`config.mk`:
```
export PLATFORM = sky130hd
export DESIGN_NAME = prog_sequencer
export DESIGN_NICKNAME = d
export VERILOG_FILES = /design/src/rtl/cpu_pkg.sv /design/src/rtl/prog_sequencer.sv
export SDC_FILE = /design/constraint.sdc
export NUM_CORES = 1
export LEC_CHECK = 0
export ABC_AREA = 1
export CAP_MARGIN = 30
export CORE_MARGIN = 2
export CORE_UTILIZATION = 47
export CTS_CLUSTER_DIAMETER = 120
export DETAILED_ROUTE_END_ITERATION = 12
export PLACE_DENSITY = 0.9
export SETUP_SLACK_MARGIN = 0.2
export SLEW_MARGIN = 30
export SYNTH_ARGS = -nofsm -noshare
export SYNTH_HDL_FRONTEND = slang
export SYNTH_SLANG_ARGS = --single-unit
```
`constraint.sdc`:
```
create_clock -name CLK -period 1.9 [get_ports CLK]
set_input_delay 0.19 -clock CLK [delete_from_list [all_inputs] [get_ports CLK]]
set_output_delay 0.19 -clock CLK [all_outputs]
set_load 0.03 [all_outputs]
```
`src/rtl/cpu_pkg.sv`:
```
// Shared CPU definitions: sequencer state encoding, program-state codes and PC width.
package cpu_pkg;

  localparam int unsigned PC_W = 10;

  typedef enum logic [1:0] {
    IDLE = 2'd0,
    RUN  = 2'd1,
    DONE = 2'd2
  } seq_state_e;

  // Program-state codes, also decoded by the divide-by-zero exception monitor
  localparam logic [1:0] PS_IDLE = 2'b00;
  localparam logic [1:0] PS_P1   = 2'b01;
  localparam logic [1:0] PS_P2   = 2'b10;
  localparam logic [1:0] PS_P3   = 2'b11;

endpackage

```
`src/rtl/prog_sequencer.sv`:
```
// Program sequencer: owns PC and ProgState, runs programs 1..3 on a Start/Ack handshake.
// Optional cycle counter output enabled by defining SEQ_CYCLE_COUNT_EN.
module prog_sequencer #(
  parameter int unsigned          PC_W       = cpu_pkg::PC_W,
  parameter logic [PC_W-1:0]      PROG1_BASE = PC_W'(0),
  parameter logic [PC_W-1:0]      PROG2_BASE = PC_W'(256),
  parameter logic [PC_W-1:0]      PROG3_BASE = PC_W'(512)
) (
  input  logic            CLK,
  input  logic            RESET_N,
  input  logic            Start,
  input  logic            Halt,
  input  logic            BranchEn,
  input  logic [PC_W-1:0] Target,
  input  logic            Stall,
  output logic [PC_W-1:0] PC,
  output logic [1:0]      ProgState,
  output logic            Running,
`ifdef SEQ_CYCLE_COUNT_EN
  output logic            Ack,
  output logic [15:0]     CycleCount
`else
  output logic            Ack
`endif
);
  import cpu_pkg::*;

  seq_state_e      state_q, state_d;
  logic [PC_W-1:0] pc_q, pc_d;
  logic [1:0]      ps_q, ps_d;
  logic            ack_q, ack_d;

  always_comb begin
    state_d = state_q;
    pc_d    = pc_q;
    ps_d    = ps_q;
    ack_d   = 1'b0;
    case (state_q)
      IDLE: begin
        if (Start) begin
          state_d = RUN;
          ps_d    = PS_P1;
          pc_d    = PROG1_BASE;
        end
      end
      RUN: begin
        // Halt beats Stall beats BranchEn; a stalled branch is dropped
        if (Halt) begin
          state_d = DONE;
          ack_d   = 1'b1;
        end else if (!Stall) begin
          if (BranchEn) pc_d = Target;
          else          pc_d = pc_q + 1'b1;
        end
      end
      DONE: begin
        if (Start && (ps_q != PS_P3)) begin
          state_d = RUN;
          ps_d    = ps_q + 2'd1;
          pc_d    = (ps_q == PS_P1) ? PROG2_BASE : PROG3_BASE;
        end
      end
      default: state_d = IDLE;
    endcase
  end

  always_ff @(posedge CLK or negedge RESET_N) begin
    if (!RESET_N) begin
      state_q <= IDLE;
      pc_q    <= '0;
      ps_q    <= PS_IDLE;
      ack_q   <= 1'b0;
    end else begin
      state_q <= state_d;
      pc_q    <= pc_d;
      ps_q    <= ps_d;
      ack_q   <= ack_d;
    end
  end

  assign PC        = pc_q;
  assign ProgState = ps_q;
  assign Running   = (state_q == RUN);
  assign Ack       = ack_q;

`ifdef SEQ_CYCLE_COUNT_EN
  logic [15:0] cnt_q, cnt_d;
  logic        launch;

  assign launch = (state_q != RUN) && (state_d == RUN);

  always_comb begin
    cnt_d = cnt_q;
    if (launch)                                cnt_d = '0;
    else if ((state_q == RUN) && (cnt_q != '1)) cnt_d = cnt_q + 16'd1;
  end

  always_ff @(posedge CLK or negedge RESET_N) begin
    if (!RESET_N) cnt_q <= '0;
    else          cnt_q <= cnt_d;
  end

  assign CycleCount = cnt_q;
`endif

endmodule

```
======== After elaboration in Yosys (flattened, before gate mapping) ========
Cells that the tools add are included.
word-level totals
  register bits after elaboration ......... 15
  input port bits ......................... 16
cells by class
  add/sub/neg operators ................... 2
  eq/ne operators ......................... 9
  multiplexer cells ....................... 15
  reduce and logical (&&, ||, !) cells .... 7
operators by type and width
  cell                                            count
  2-to-1 mux 10 bit                               6
  one-hot mux 10 bit (3 select lines)             1
  != test 2 bit (second input constant)           6
  adder 10 x 1 -> 10 bit (second input constant)  1
  2-to-1 mux 2 bit                                4
  one-hot mux 2 bit (3 select lines)              1
  AND reduction 3 bit                             2
  AND reduction 5 bit                             1
  == test 2 x 1 -> 1 bit (second input constant)  2
  one-hot mux 2 bit (2 select lines)              1
  nonzero test 3 bit                              1
  adder 2 x 1 -> 2 bit (second input constant)    1
  == test 2 bit (second input constant)           1
  logical NOT 2 bit                               1
  2-to-1 mux 1 bit                                2
  nonzero test 2 bit                              1
  logical AND 1 bit                               1

======== Logic depth before layout (Yosys ltp) ========
  word-level depth ........................ 5
  depth in mapped cells ................... 11
  depth with buffers taken out ............ 11

======== Worst setup path after synthesis ========
Ideal clock, no wire load.
  path type ............................... flip-flop to flip-flop
  from .................................... reg state_q[1]
  to ...................................... reg pc_q[4], in the netlist PC[4]
  library setup time ...................... 0.121 ns
  arrival ................................. 1.607 ns
  required time ........................... 1.779 ns
  slack ................................... 0.172 ns
  cell stages (with the launch flop) ...... 12
  buffers on the path ..................... 0
  period minus slack after synthesis ...... 1.728 ns
  cell sequence ........................... dfrtp_1 -> inv_1 -> ha_1 -> nand2_1 -> nand2_1 -> a21oi_2 -> nand2_4 -> nor2_8 -> nand2_4 -> inv_2 -> nand2_1 -> o21ai_1
on the way
  cells in the longest elaborated chain, start to end .. 3
  elaborated cells on any way between the ends .. 10
  those cells by class .................... 6 x eq/ne; 1 x mux; 3 x reduce/logical
RTL lines
  item                                                           line                  text
  from (decl)                                                    prog_sequencer.sv:28  seq_state_e state_q, state_d;
  from (signal assigned)                                         prog_sequencer.sv:74  state_q <= state_d;
  == test 2 x 1 -> 1 bit *                                       n/a
  via Running                                                    prog_sequencer.sv:18  output logic Running,
  != test 2 bit (no line) or nonzero test 3 bit (tied branches)  n/a
  AND reduction 5 bit (no line)                                  n/a
  to (signal assigned)                                           prog_sequencer.sv:75  pc_q <= pc_d;
  to (decl)                                                      prog_sequencer.sv:29  logic [PC_W-1:0] pc_q, pc_d;
The timed path passes the listed nets; every way through them passes the cells marked *.
A chain may end at the register's enable or synchronous reset.

======== Worst setup path in the final report ========
  from .................................... reg state_q[0]
  to ...................................... reg pc_q[4], in the netlist PC[4]
on the way
  cells in the longest elaborated chain, start to end .. 3
  elaborated cells on any way between the ends .. 10
  those cells by class .................... 6 x eq/ne; 1 x mux; 3 x reduce/logical
RTL lines
  item                                                           line                  text
  == test 2 x 1 -> 1 bit, or another cell as far along           prog_sequencer.sv:38  case (state_q)
  != test 2 bit (no line) or nonzero test 3 bit (tied branches)  n/a
  AND reduction 5 bit (no line)                                  n/a
Several ways; a longest one is shown, not always the timed one.

==> flow_summary.json <==
{
  "status": "complete, no violations",
  "start_kind": "flop",
  "crit_required_ns": 2.11,
  "synth-seq-area-share_pct": 35.29,
  "slew_viol_final": 0,
  "r2r-start": "state_q[0]",
  "rsz0062_at_grt": "yes",
  "cap_violations": 0,
  "placed_cell_area_um2": 1383,
  "die_area_um2": 2659,
  "core_um2": 2170,
  "wl_per_cell_um": 12.79,
  "synth_top_area_share_pct": 35.29,
  "root_buffer": "clkbuf_4",
  "syn_nets": 171,
  "synth.most_common_cell": "nand2_1",
  "yosysTopAreaCell": "dfrtp_1",
  "cp-startpoint": "state_q[0]",
  "syn_inst": 146,
  "finalNetCount": 209,
  "diodes": 0,
  "hold_viol_final": 0,
  "worstMarginPinSlew_ns": 0.7053,
  "endpoint_kind": "flop",
  "synth_edf_count": 0,
  "totalPowerFinal_mw": 1.940,
  "start_util_pct": 49.02,
  "grt_max_degree": 16,
  "numCtsBuffers": 3,
  "power_density_nw_per_um2": 1319,
  "avgSynthCellArea_um2": 7.284,
  "min_period_ns": 1.649,
  "row_count": 17,
  "place_worst_setup_slack_ns": 0.1934,
  "cts_htree_levels": 1,
  "area_growth_pct": 38.24,
  "antenna_found_initial": 0,
  "grt_pass1_vias": 1013,
  "clk_path_buf_depth": 2,
  "synthArstFlopShare_pct": 100.0,
  "track_usage_pct": 21.40,
  "hold_path_class": "input port to async pin",
  "ir_worst_vdd_mv": 1.132,
  "synthesis.area_um2": 1064,
  "ant_nets": 0,
  "setup_ws_ns": 0.2507,
  "synth_commonest_cells": "nand2_1, inv_1, dfrtp_1",
  "relSlewSlack_pct": 52.84,
  "fillers": 196,
  "yosysUniqueCellTypes": 25,
  "grt_pass1_wl_mm": 4.264,
  "worstPathArrival_ns": 1.86,
  "synth_ff_type": "dfrtp_1",
  "clkTransAtPathRegs_ns": 0.08,
  "detailroute.via_count": 1050,
  "multi_input_area_um2": 613.1,
  "max_freq_mhz": 606.3,
  "post-route-period-util_pct": 86.80,
  "cts_hold_buf": 0,
  "fin_area_um2": 1470,
  "cts_tree": "yes",
  "cts.sinks": 15,
  "yosys-top-cells-area": "dfrtp_1, nand2_1, ha_1, inv_1, nor2_1",
  "vias_per_cell": 4.976,
  "die_x_um": 51.57,
  "wirelength_mm": 2.699,
  "yosys_warnings": 0,
  "setup_tns_ns": 0,
  "skew_ns": 0.0005896,
  "gp_congestion": 0.8429,
  "crit_fanout": 6,
  "dp_hpwl_mm": 1.949,
  "drtPass1Iterations": 4,
  "p_leak_nw": 0.7601,
  "die_h_um": 51.57,
  "drtIter0Drc": 20,
  "final-setup-viol-count": 0,
  "critPathKind": "flop to flop",
  "layout-drive-gt1-share_pct": 12.02,
  "portBuffers": 29,
  "ys_ff_latch": 15,
  "drcViolationCount": 0,
  "clk_latency_ns": 0.28,
  "grt-ovfl-total": 0,
  "regArea_um2": 375.4,
  "io_pins": 30
}
==> kinds of logic (layout without fill, tap and decap cells) <==
logic type	after synthesis	in the layout	share of synthesized area, %
flops	15	15	35.29
compound gates	18	18	9.411
xor+xnor	3	3	2.471
fa+ha+maj	9	9	10.59
simple gates	77	77	33.06
buf+inv	23	60	8.234
mux	1	1	0.9412
==> worst paths after layout <==
check	end	slack, ns	cells past startpoint
setup reg to reg	PC[4]	0.25	11
setup / recovery	PC[4]	0.25	11
max in group asynchronous	PC[8]	1.13	1
hold reg to reg	PC[8]	0.57	2
min in group CLK	Ack	0.52	3
hold / removal	PC[3]	0.33	1
==> final cells by class <==
| class | count | area share, % |
|---|---|---|
| clock buffers | 4 | 1.787 |
| inverters | 21 | 5.362 |
| well taps | 28 | 2.383 |
| multi-input cells | 108 | 41.70 |
| flip-flops and latches | 15 | 25.53 |
| repair buffers | 35 | 23.23 |
==> where the power goes <==
part           internal [mW]  total (mW)  switching [mW]
clock                 0.0815       0.180          0.0986
sequential             0.424       0.552           0.128
combinational          0.517        1.21           0.691
total                   1.02        1.94           0.917
==> layout by cell type, fill, tap and decap left out, drive strengths merged <==
cell type      count
o21ai             13
dfrtp             15
buf                6
a31oi              2
ha                 9
or2                1
clkbuf             4
inv               21
xor2               1
dlymetal6s2s       2
o32ai              1
nand3b             2
mux2i              1
xnor2              2
nand4              2
nor2              14
clkdlybuf4s15      1
nand2             51
nand3              7
clkdlybuf4s50     26
a21oi              2
==> critical path: stages (launching register included) <==
cell,delay [ns]
dfrtp_1,0.39
buf_4,0.16
ha_4,0.18
nand2_1,0.08
nand2_1,0.06
a21oi_2,0.15
nand2_4,0.11
nor2_8,0.11
nand2_4,0.07
inv_2,0.08
nand2_1,0.08
o21ai_1,0.09
==> repair_timing <==
item	CTS	global route
endpoints found under the setup margin	5	10
setup buffers	2	4
gates resized for setup	3	4
pin swaps	0	1
endpoints found under the hold margin	0	0
==> per-stage QoR <==
step | instances | util (%) | hold WS [ns]
final | 211 | 67.76 | 0.3279
after global routing | 211 | 67.76 | 0.3687
after CTS | 207 | 65.69 | 0.3327
after detailed placement | 201 | 63.73 | 0.5480
after global placement | 201 | 63.73 | 0.5312
after floorplan | 146 | - | -0.1056
==> routing by layer <==
metal | global-route usage [%] | share of wire, % | wire [um] | vias to the layer above
met5 | 0 | 0 | 0 | -
met4 | 9.649 | 2.3 | 61 | 0
met3 | 3.448 | 4.7 | 126 | 8
met1 | 23.52 | 42 | 1128 | 477
met2 | 39.96 | 51 | 1382 | 33
li1 | - | - | - | 532
==> sequential cells by signal, summed over array words and instances, names as in the netlist <==
| register | flops |
|---|---|
| Ack | 1 |
| PC | 10 |
| ProgState | 2 |
| state_q | 2 |
No activity file was read; power rests on OpenSTA's default activity.
